===== src/rtl/i2c_wb_bridge.sv =====
// i2c_wb_bridge: turns byte streams from an I2C slave into 16-bit Wishbone
// master cycles. Command byte bit 0 selects read (1) or write (0), followed by
// a 16-bit address and, for writes, 16-bit data. Read data is returned as two
// bytes through the tx_data/tx_dstrb interface.
// Optional feature: define I2C_WB_BRIDGE_TIMEOUT_EN to abort bus cycles that
// are not acknowledged within TIMEOUT clocks (sets the sticky bus_err_o).
// Handshake: rx_dstrb/tx_dstrb are single-cycle qualifiers; a byte is moved
// exactly on the cycle its strobe is high, and tx_dstrb is only raised when
// tx_busy is low and tx_dstrb was low on the previous cycle.
module i2c_wb_bridge #(
   parameter logic [15:0] TIMEOUT = 16'd1000
) (
   input  logic        clk,
   input  logic        reset,
   input  logic        i2c_cmnd_strb,
   input  logic [7:0]  rx_data,
   input  logic        rx_dstrb,
   output logic [7:0]  tx_data,
   output logic        tx_dstrb,
   input  logic        tx_busy,
   output logic        wb_cyc_o,
   output logic        wb_stb_o,
   output logic        wb_we_o,
   output logic [15:0] wb_adr_o,
   output logic [15:0] wb_dat_o,
   input  logic [15:0] wb_dat_i,
   input  logic        wb_ack_i,
   output logic        bus_err_o,
   output logic [2:0]  dbg_state
);

   typedef enum logic [2:0] {
      CMD     = 3'd0,
      ADDR_HI = 3'd1,
      ADDR_LO = 3'd2,
      DATA_HI = 3'd3,
      DATA_LO = 3'd4,
      BUS     = 3'd5,
      RESP_HI = 3'd6,
      RESP_LO = 3'd7
   } state_t;

   state_t      state, next_state;
   logic        we_q;
   logic [15:0] resp;
   logic        rx_take;
   logic        ld_cmd, ld_adr_hi, ld_adr_lo, ld_dat_hi, ld_dat_lo;
   logic        cyc_set, bus_done, bus_tmo, send_hi, send_lo;
   logic        tmo_hit;

   // A zero timeout would abort every cycle before it could be acknowledged.
   if (TIMEOUT == 16'd0) begin : g_timeout_zero
      $error("i2c_wb_bridge: TIMEOUT must be nonzero");
   end

   assign dbg_state = state;
   // A command strobe outranks a data byte arriving on the same cycle.
   assign rx_take   = rx_dstrb && !i2c_cmnd_strb;

   // State register.
   always_ff @(posedge clk) begin
      if (reset) state <= CMD;
      else       state <= next_state;
   end

   // Next-state decode and per-cycle load/strobe enables.
   always_comb begin
      next_state = state;
      ld_cmd     = 1'b0;
      ld_adr_hi  = 1'b0;
      ld_adr_lo  = 1'b0;
      ld_dat_hi  = 1'b0;
      ld_dat_lo  = 1'b0;
      cyc_set    = 1'b0;
      bus_done   = 1'b0;
      bus_tmo    = 1'b0;
      send_hi    = 1'b0;
      send_lo    = 1'b0;
      case (state)
         CMD: if (rx_take) begin
            ld_cmd     = 1'b1;
            next_state = ADDR_HI;
         end
         ADDR_HI: if (rx_take) begin
            ld_adr_hi  = 1'b1;
            next_state = ADDR_LO;
         end
         ADDR_LO: if (rx_take) begin
            ld_adr_lo  = 1'b1;
            next_state = we_q ? DATA_HI : BUS;
         end
         DATA_HI: if (rx_take) begin
            ld_dat_hi  = 1'b1;
            next_state = DATA_LO;
         end
         DATA_LO: if (rx_take) begin
            ld_dat_lo  = 1'b1;
            next_state = BUS;
         end
         BUS: begin
            if (!wb_cyc_o) begin
               cyc_set = 1'b1;
            end else if (wb_ack_i) begin
               bus_done   = 1'b1;
               next_state = we_q ? CMD : RESP_HI;
            end else if (tmo_hit) begin
               bus_tmo    = 1'b1;
               next_state = we_q ? CMD : RESP_HI;
            end
         end
         RESP_HI: if (!tx_busy && !tx_dstrb && !i2c_cmnd_strb) begin
            send_hi    = 1'b1;
            next_state = RESP_LO;
         end
         RESP_LO: if (!tx_busy && !tx_dstrb && !i2c_cmnd_strb) begin
            send_lo    = 1'b1;
            next_state = CMD;
         end
         default: next_state = CMD;
      endcase
      // The bus cycle is never abandoned by the I2C side.
      if (i2c_cmnd_strb && state != BUS) next_state = CMD;
   end

   // Datapath: command/address/data capture, Wishbone controls, response bytes.
   always_ff @(posedge clk) begin
      if (reset) begin
         we_q     <= 1'b0;
         wb_cyc_o <= 1'b0;
         wb_stb_o <= 1'b0;
         wb_we_o  <= 1'b0;
         wb_adr_o <= 16'h0000;
         wb_dat_o <= 16'h0000;
         resp     <= 16'h0000;
         tx_data  <= 8'h00;
         tx_dstrb <= 1'b0;
      end else begin
         tx_dstrb <= 1'b0;
         if (ld_cmd)    we_q           <= ~rx_data[0];
         if (ld_adr_hi) wb_adr_o[15:8] <= rx_data;
         if (ld_adr_lo) wb_adr_o[7:0]  <= rx_data;
         if (ld_dat_hi) wb_dat_o[15:8] <= rx_data;
         if (ld_dat_lo) wb_dat_o[7:0]  <= rx_data;
         if (cyc_set) begin
            wb_cyc_o <= 1'b1;
            wb_stb_o <= 1'b1;
            wb_we_o  <= we_q;
         end
         if (bus_done || bus_tmo) begin
            wb_cyc_o <= 1'b0;
            wb_stb_o <= 1'b0;
            wb_we_o  <= 1'b0;
         end
         if (bus_done && !we_q) resp <= wb_dat_i;
         if (bus_tmo && !we_q)  resp <= 16'hDEAD;
         if (send_hi) begin
            tx_data  <= resp[15:8];
            tx_dstrb <= 1'b1;
         end
         if (send_lo) begin
            tx_data  <= resp[7:0];
            tx_dstrb <= 1'b1;
         end
      end
   end

`ifdef I2C_WB_BRIDGE_TIMEOUT_EN
   logic [15:0] tmo_cnt;

   // Counts cycles the current bus cycle has been waiting for an acknowledge.
   assign tmo_hit = (tmo_cnt == TIMEOUT - 16'd1);

   // Timeout counter, restarted whenever no bus cycle is outstanding.
   always_ff @(posedge clk) begin
      if (reset || state != BUS || !wb_cyc_o) tmo_cnt <= 16'd0;
      else if (!wb_ack_i && !tmo_hit)         tmo_cnt <= tmo_cnt + 16'd1;
   end

   // Sticky error flag, cleared only by reset.
   always_ff @(posedge clk) begin
      if (reset)        bus_err_o <= 1'b0;
      else if (bus_tmo) bus_err_o <= 1'b1;
   end
`else
   assign tmo_hit   = 1'b0;
   assign bus_err_o = 1'b0;
`endif

endmodule

===== config.mk =====
export PLATFORM = sky130hd
export DESIGN_NAME = i2c_wb_bridge
export DESIGN_NICKNAME = d
export VERILOG_FILES = /design/src/rtl/i2c_wb_bridge.sv
export SDC_FILE = /design/constraint.sdc
export NUM_CORES = 1
export LEC_CHECK = 0
export ABC_AREA = 1
export CORE_UTILIZATION = 30
export DETAILED_ROUTE_END_ITERATION = 12
export PLACE_DENSITY = 0.54
export SYNTH_ARGS = -nofsm -noshare
export SYNTH_HDL_FRONTEND = slang
export SYNTH_SLANG_ARGS = --single-unit

===== constraint.sdc =====
create_clock -name clk -period 1.33 [get_ports clk]
set_input_delay 0.1995 -clock clk [delete_from_list [all_inputs] [get_ports clk]]
set_output_delay 0.1995 -clock clk [all_outputs]
set_load 0.01 [all_outputs]

# Yosys cells after proc, flatten, opt, wreduce, memory -nomap -nowiden
# Index checks and enable logic that the tools add are counted.
[totals]
reg_bits = 63
output_inout_bits = 48
[op_classes]
n_eq_ne = 17
n_mux = 30
n_bitwise = 1
reduce_logical = 14
[op_table]
columns = ["op", "n"]
rows = [
  ["two-way mux 3 bit", 11],
  ["one-hot mux 3 bit (8 select lines)", 1],
  ["inequality test 2 bit (second input constant)", 9],
  ["two-way mux 1 bit", 16],
  ["two-way mux 8 bit", 2],
  ["equality test 3 bit (second input constant)", 4],
  ["AND reduction 9 bit", 1],
  ["equality test 3 x 2 -> 1 bit (second input constant)", 2],
  ["logical AND 1 bit", 5],
  ["logical NOT 1 bit", 4],
  ["OR reduction 2 bit", 2],
  ["equality test 3 x 1 -> 1 bit (second input constant)", 1],
  ["logical NOT 3 bit", 1],
  ["inequality test 3 bit (second input constant)", 1],
  ["nonzero test 2 bit", 1],
  ["NOT 1 bit", 1],
]

# Longest topological paths before layout
# Gate-level depths: netlist of run 1.
[depth]
ltp_word = 7
ltp_mapped = 9
depth_no_buf = 8

# Worst setup path after synthesis of run 1
# Ideal clock, no wire load.
[synth_timing]
kind = "reg-to-reg"
start = "register state[0] (netlist: dbg_state[0])"
end = "register wb_dat_o[1]"
setup_time_ps = 116
arrival_ps = 1164
required_time_ps = 1214
slack_ps = 50
path_stages_with_launch = 8
path_cell_list = "dfxtp_1 > buf_6 > nor2_1 > inv_2 > nor3_4 > inv_2 > nor2_1 > nor2_1"
[synth_between]
elab_chain_len = 2
[synth_lines]
columns = ["element", "line_no", "source"]
rows = [
  ["start: declaration", "43", "state_t state, next_state;"],
  ["start signal: assignment", "63", "else state <= next_state;"],
  ["equality test 3 bit", "79", "case (state)"],
  ["two-way mux 1 bit", "79", ""],
  ["end signal: assignment", "143", "if (ld_dat_lo) wb_dat_o[7:0] <= rx_data;"],
  ["end: declaration", "25", "output logic [15:0] wb_dat_o,"],
]
# Every way passes these cells.
# A chain may end at the register's enable or synchronous reset.

# Worst setup path in the final report of run 1
[layout_timing]
start = "register state[2] (netlist: dbg_state[2])"
end = "register resp[5]"
[layout_between]
elab_chain_len = 3
[layout_lines]
columns = ["element", "line_no", "source"]
rows = [
  ["equality test 3 bit", "79", ""],
  ["two-way mux 1 bit", "79", ""],
  ["logical AND 1 bit", "154", "if (bus_done && !we_q) resp <= wb_dat_i;"],
  ["end signal: assignment", "154", ""],
  ["end: declaration", "45", "logic [15:0] resp;"],
]
# Every way passes these cells.

==> metrics.cfg, run 1 <==
[floorplan]
core_area_sq_mm = 0.00822
io_pins = 78
die_x_um = 94.3
die_h_um = 94.3
dieArea_sq_mm = 0.00889
rows = 33
start_util = 0.311

[detailed_routing]
vias_per_cell = 4.46
avgRoutedWirePerCell_um = 12.3
drt_iter0_drc = 96
first_pass_iters = 4
drt-total-wl_um = 6640
dr_total_vias = 2411
drc = 0
detail-route-antenna-nets = 0

[timing]
period_needed_ns = 1.27
min_period_over_period = 0.956
rsz0062_at_grt = true
final-max-slew-violation-count = 0
finalSetupViolCount = 0
hold_viol = 0
tns_ns = 0
max_freq_ghz = 0.786
skew_ns = 0.00961
whs_ns = 0.398

[global_routing]
antenna_found_initial = 0
grt_pass1_wl_um = 10700
grt_start_max_net_pins = 41
grt_usage = 0.158
overflow = 0
grt_pass1_vias = 2230

[worst_setup_path]
cp_slowest_stage_delay_ns = 0.40
end_kind = flop
cp_slowest_cell = dfxtp_4
cp_max_fo = 32
r2r_slack_ns = 0.06
crit_buf_inv = 2
crit_type = flop to flop
required_ns = 1.60
cp-start-kind = flop
worstPathArrival_ns = 1.54
cpLargestDelayFamily = flip-flops
rr_startpoint = dbg_state[2]
r2r-end = resp[5]
r2r_cells = 6
worstPathCellList = buf_6 > nand3_4 > nor3_4 > buf_12 > o21ai_0 > a21oi_1

[placement]
placed_cells = 524
port_buffers = 76
dp_hpwl_um = 4720
gp_congestion = 0.807
postPlaceCellArea_sq_mm = 0.00354

[worst_hold_path]
min_from = wb_dat_i[7]
holdPathStages = 3
hold_class = primary input to flop
holdPathEnd = resp[7]

[clock_network]
path_clk_slew_ns = 0.08
clockBufferDepth = 2
clock-sinks = 63
cts_tree = done
cts_hold_buf = 0
clock_latency_ns = 0.34
cts_made_buffers = 9
cts-root-buf = clkbuf_8
htreeDepth = 3

[synthesis]
syn_area_sq_mm = 0.00255
yosys.area.top_type = dfxtp_1
ys_warn_count = 0
synth_area_leaders = dfxtp_1 (49%), nor2_1 (9.7%), o21ai_0 (8.4%)
async_flop_share = 0
ys_ff_latch = 63
yosysUniqueCellTypes = 22
synth.most_common_cell = nor2_1
yosysTopAreaCellShare = 0.494
synth-edff-count = 0
yosysSeqAreaShare = 0.494
synth_common_cells = nor2_1 (66), dfxtp_1 (63), nand2_1 (43), o21ai_0 (43), inv_1 (37)
syn_nets = 370
ys.flop_type = dfxtp_1
syn-instance-count = 340
avgSynthCellArea_sq_um = 7.51

[run]
max_cap_viol_count = 0

[cells_and_area]
stdcell_count = 540
drive_gt1_frac = 0.140
fin_util = 0.458
syn2layout_area_growth_pct = 47.2
diodes = 0
final_cell_area_sq_mm = 0.00376
nets = 460

[run_status]
status = finished clean

[pwr]
p_leak_nw = 1.84
ir_drop_uv = 482
powerDensity_mw_per_mm2 = 1120

==> tightest hold or removal path: stages <==
cell	delay, ns
clkdlybuf4s50_1	0.39
inv_1	0.05
a21oi_1	0.05
==> through the flow <==
step / power, W / setup WS (ns)
final: 0.00422 / 0.0584
after global routing: 0.00438 / -0.0598
after CTS: 0.00427 / -0.00105
after detailed placement: 0.00223 / -0.250
after global placement: 0.00223 / -0.224
after floorplan: 0.00207 / 0.0504
==> flip-flops by register name, summed over array words and instances, names as in the netlist <==
signal     flops
dbg_state      3
resp          16
tx_data        8
tx_dstrb       1
wb_adr_o      16
wb_dat_o      16
wb_stb_o       1
wb_we_o        1
we_q           1
==> cells by family (layout without fill, tap and decap cells) <==
| family | after synthesis | in the layout | synth area share |
|---|---|---|---|
| compound gates | 95 | 95 | 0.193 |
| buf+inv | 58 | 153 | 0.100 |
| flops | 63 | 63 | 0.494 |
| other cells | 1 | 1 | 0.00147 |
| simple gates | 123 | 123 | 0.211 |
==> layout make-up <==
cell class	instances	area, sq um
clock buffer	9	124
clock inverter	7	120
fill	861	4460
inverter	43	164
multi-input combinational	219	1050
sequential	63	1270
tap	105	131
timing repair buffer	94	898
==> metal layers <==
layer / vias to the layer above / GRT usage / routed length [um]
li1: 1263 / - / -
met1: 1081 / 0.208 / 3290
met5: - / 0 / 0
met3: 11 / 0.0372 / 333
met4: 0 / 0.0795 / 126
met2: 56 / 0.239 / 2890
==> where the power goes <==
group / switching [W] / total [W] / internal, W
Sequential: 0.0000119 / 0.00191 / 0.00190
Combinational: 0.000138 / 0.000275 / 0.000137
Clock: 0.000782 / 0.00203 / 0.00125
==> repair_timing <==
action | CTS | global route
setup endpoints to repair | 68 | 36
setup buffers | 0 | 0
gates resized for setup | 53 | 9
pin swaps | 0 | 1
==> worst max-delay path by stage <==
stage                              from           to  slack [ns]  cells after the start
after detailed placement  i2c_cmnd_strb  wb_adr_o[0]       -0.25                      8
after global routing       dbg_state[2]      resp[7]       -0.06                      6
after CTS                  dbg_state[0]  wb_dat_o[8]      -0.001                      6
after floorplan            dbg_state[0]  wb_dat_o[1]        0.05                      7
final                      dbg_state[2]      resp[5]        0.06                      6
after global placement    i2c_cmnd_strb  wb_adr_o[0]       -0.22                      8
==> placed cells by master, fill, tap and decap left out, types with 4 or more instances in the layout <==
cell type,instances
a21oi_1,28
a21oi_2,5
buf_12,4
buf_4,11
clkbuf_8,9
clkdlybuf4s50_1,29
dfxtp_1,59
dlygate4sd2_1,47
inv_1,36
inv_2,6
nand2_1,43
nor2_1,64
o21ai_0,43
o21ai_1,19
Power figures use the tool's default switching activity.
==> inputs of run 2 (changes only) <==
--- a/config.mk
+++ b/config.mk
@@ -8,6 +8,7 @@
 export ABC_AREA = 1
 export CORE_UTILIZATION = 30
 export DETAILED_ROUTE_END_ITERATION = 12
+export GPL_TIMING_DRIVEN = 0
 export PLACE_DENSITY = 0.54
 export SYNTH_ARGS = -nofsm -noshare
 export SYNTH_HDL_FRONTEND = slang
==> run 2 against run 1 <==
  * Critical path depth up 1
  * Critical path type unchanged
  * Hold slack improved by 0.0053 ns
  * Sequential share of layout area shrank 0.77 points
  * Die area unchanged
  * Total power decreased by 4.3%
  * Clock-buffer cell count unchanged
  * Via count grew 4.7%
  * Clock skew decreased by 0.0030 ns
  * Sequential power about the same
==> metrics.cfg, run 2 (same netlist as run 1, synthesis figures left out) <==
[clock_network]
path_clk_slew_ns = 0.07  ; about the same
cts_hold_buf = 0  ; unchanged
clock_latency_ns = 0.34  ; about the same
cts_made_buffers = 9  ; unchanged
cts_tree = done
clockBufferDepth = 2  ; unchanged
cts-root-buf = clkbuf_8
htreeDepth = 3  ; unchanged
clock-sinks = 63  ; unchanged

[pwr]
clock_power_share = 0.458  ; -0.024
ir_drop_uv = 594  ; +23%
pwr-share-seq = 0.473  ; +0.020
p_int_w = 0.00309  ; -6.0%
powerDensity_mw_per_mm2 = 1050  ; -6.7%
switchingPower_w = 0.000948  ; +1.8%
power_frac_comb = 0.069  ; +0.004
finalPower_w = 0.00403  ; -4.3%
swShare = 0.235  ; +0.0140
p_leak_nw = 1.88  ; +2.3%

[detailed_routing]
vias_per_cell = 4.56  ; +2.2%
drt_iter0_drc = 99  ; +3.1%
first_pass_iters = 4  ; unchanged
dr_total_vias = 2524  ; +4.7%
drc = 0  ; unchanged
avgRoutedWirePerCell_um = 12.8  ; +4.4%
detail-route-antenna-nets = 0  ; unchanged
drt-total-wl_um = 7100  ; +6.9%

[worst_setup_path]
cp_slowest_stage_delay_ns = 0.36  ; -0.04 ns
worstPathArrival_ns = 1.55  ; about the same
cpLargestDelayFamily = buffers and inverters
required_ns = 1.56  ; -0.04 ns
cp-start-kind = flop
crit_buf_inv = 4  ; +2
worstPathCellList = buf_6 > nand3_4 > nor3_4 > buf_6 > buf_6 > clkbuf_16 > a21oi_2
cp_slowest_cell = dfxtp_2
crit_type = flop to flop
end_kind = flop
cp_max_fo = 6  ; -81%
path_common_cell = buf_6

[timing]
hold_viol = 0  ; unchanged
finalSetupViolCount = 0  ; unchanged
final-max-slew-violation-count = 0  ; unchanged
skew_ns = 0.00657  ; -0.00304 ns
min_period_over_period = 0.995  ; +0.0385
rsz0062_at_grt = true
max_freq_ghz = 0.756  ; -3.9%
period_needed_ns = 1.32  ; +0.0513 ns

[placement]
gp_congestion = 0.746  ; -7.5%
port_buffers = 76  ; unchanged
placed_cells = 521  ; -0.57%
dp_hpwl_um = 4920  ; +4.2%

[global_routing]
grt_start_max_net_pins = 13  ; -68%
grt_pass1_wl_um = 10900  ; +2.1%
grt_usage = 0.162  ; +0.00351
antenna_found_initial = 0  ; unchanged
overflow = 0  ; unchanged
grt_pass1_vias = 2253  ; +1.0%

[cells_and_area]
layout_commonest_cell = nor2_1
nets = 473  ; +2.8%
diodes = 0  ; unchanged
drive_gt1_frac = 0.172  ; +0.0316
syn2layout_area_growth_pct = 50.9
nFillCells = 837  ; -2.8%
fin_util = 0.469  ; +0.0116
stdcell_count = 553  ; +2.4%
biggestRegsByFlops = resp (16), wb_adr_o (16), wb_dat_o (16)
final_cell_mix = nor2_1 (63), dfxtp_1 (59), dlygate4sd2_1 (47)

[run]
max_cap_viol_count = 0  ; unchanged

[worst_hold_path]
hold_class = primary input to flop

[floorplan]
io_pins = 78  ; unchanged
die_x_um = 94.3  ; unchanged
die_h_um = 94.3  ; unchanged
core_area_sq_mm = 0.00822  ; unchanged
dieArea_sq_mm = 0.00889  ; unchanged
start_util = 0.311  ; unchanged
rows = 33  ; unchanged

[run_status]
status = finished clean

run 2: cell types whose count changed in the layout (fill, tap and decap cells not counted), moves of 3 or more:
| cell | delta |
|---|---|
| buf_6 | +5 |
| clkbuf_2 | +4 |
| o21ai_0 | -4 |
| o21ai_1 | +4 |
| inv_2 | -3 |
| inv_4 | +3 |
run 2: repair_timing:
action,in CTS,in global routing
pin swaps,3,6
gates cloned,0,3
endpoints found under the setup margin,88,46
gates resized for setup,57,35
setup buffers,6,7
run 2: area by class of cell:
| cell class | instances | area, sq um | area share |
|---|---|---|---|
| well taps | 105 | 131 | 0.0341 |
| flip-flops and latches | 63 | 1270 | 0.330 |
| clock buffers | 9 | 124 | 0.0321 |
| multi-input cells | 219 | 1070 | 0.277 |
| plain buffers | 15 | 118 | 0.0305 |
| inverters | 43 | 171 | 0.0445 |
| repair buffers | 92 | 871 | 0.226 |
| clock inverters | 7 | 97.6 | 0.0253 |
run 2: worst reg2reg max path, cell delays in order, from the launching register on:
cell and delay (ns):
dfxtp_2 0.36, buf_6 0.13, nand3_4 0.11, nor3_4 0.17, buf_6 0.15, buf_6 0.11
clkbuf_16 0.14, a21oi_2 0.05
run 2: per-layer routing:
metal	global-route usage	vias up	wire length [um]
met5	0	-	0
met4	0.0795	0	91
met3	0.0502	9	480
met2	0.244	64	3210
met1	0.207	1156	3320
li1	-	1295	-
run 2: path summary, 6_finish.rpt:
kind | start | endpoint | slack (ns) | cells past startpoint
max reg2reg | dbg_state[0] | resp[11] | 0.007 | 7
max | dbg_state[0] | resp[11] | 0.007 | 7
min | wb_dat_i[7] | resp[7] | 0.40 | 3
min reg2reg | tx_data[3] | tx_data[3] | 0.44 | 2
run 2: power groups by stage:
stage | registers [W] | logic [W] | clock network [W]
CTS | 0.00191 | 0.000268 | 0.00188
detailed placement | 0.00195 | 0.000270 | 0
global placement | 0.00195 | 0.000270 | 0
global route | 0.00191 | 0.000303 | 0.00196
finish | 0.00191 | 0.000279 | 0.00185
floorplan | 0.00196 | 0.000109 | 0
run 2: per-stage QoR:
stage / worst slack, ns / setup TNS, ns / instance area, sq um / hold slack [ns]
6_report: 0.00714 / 0 / 3860 / 0.404
5_1_grt: -0.0653 / -1.02 / 3860 / 0.411
4_1_cts: 0.00680 / 0 / 3690 / 0.392
3_5_place_dp: -0.418 / -17.96 / 3450 / 0.440
3_3_place_gp: -0.385 / -17.18 / 3450 / 0.440
2_1_floorplan: 0.0504 / 0 / 2550 / 0.272
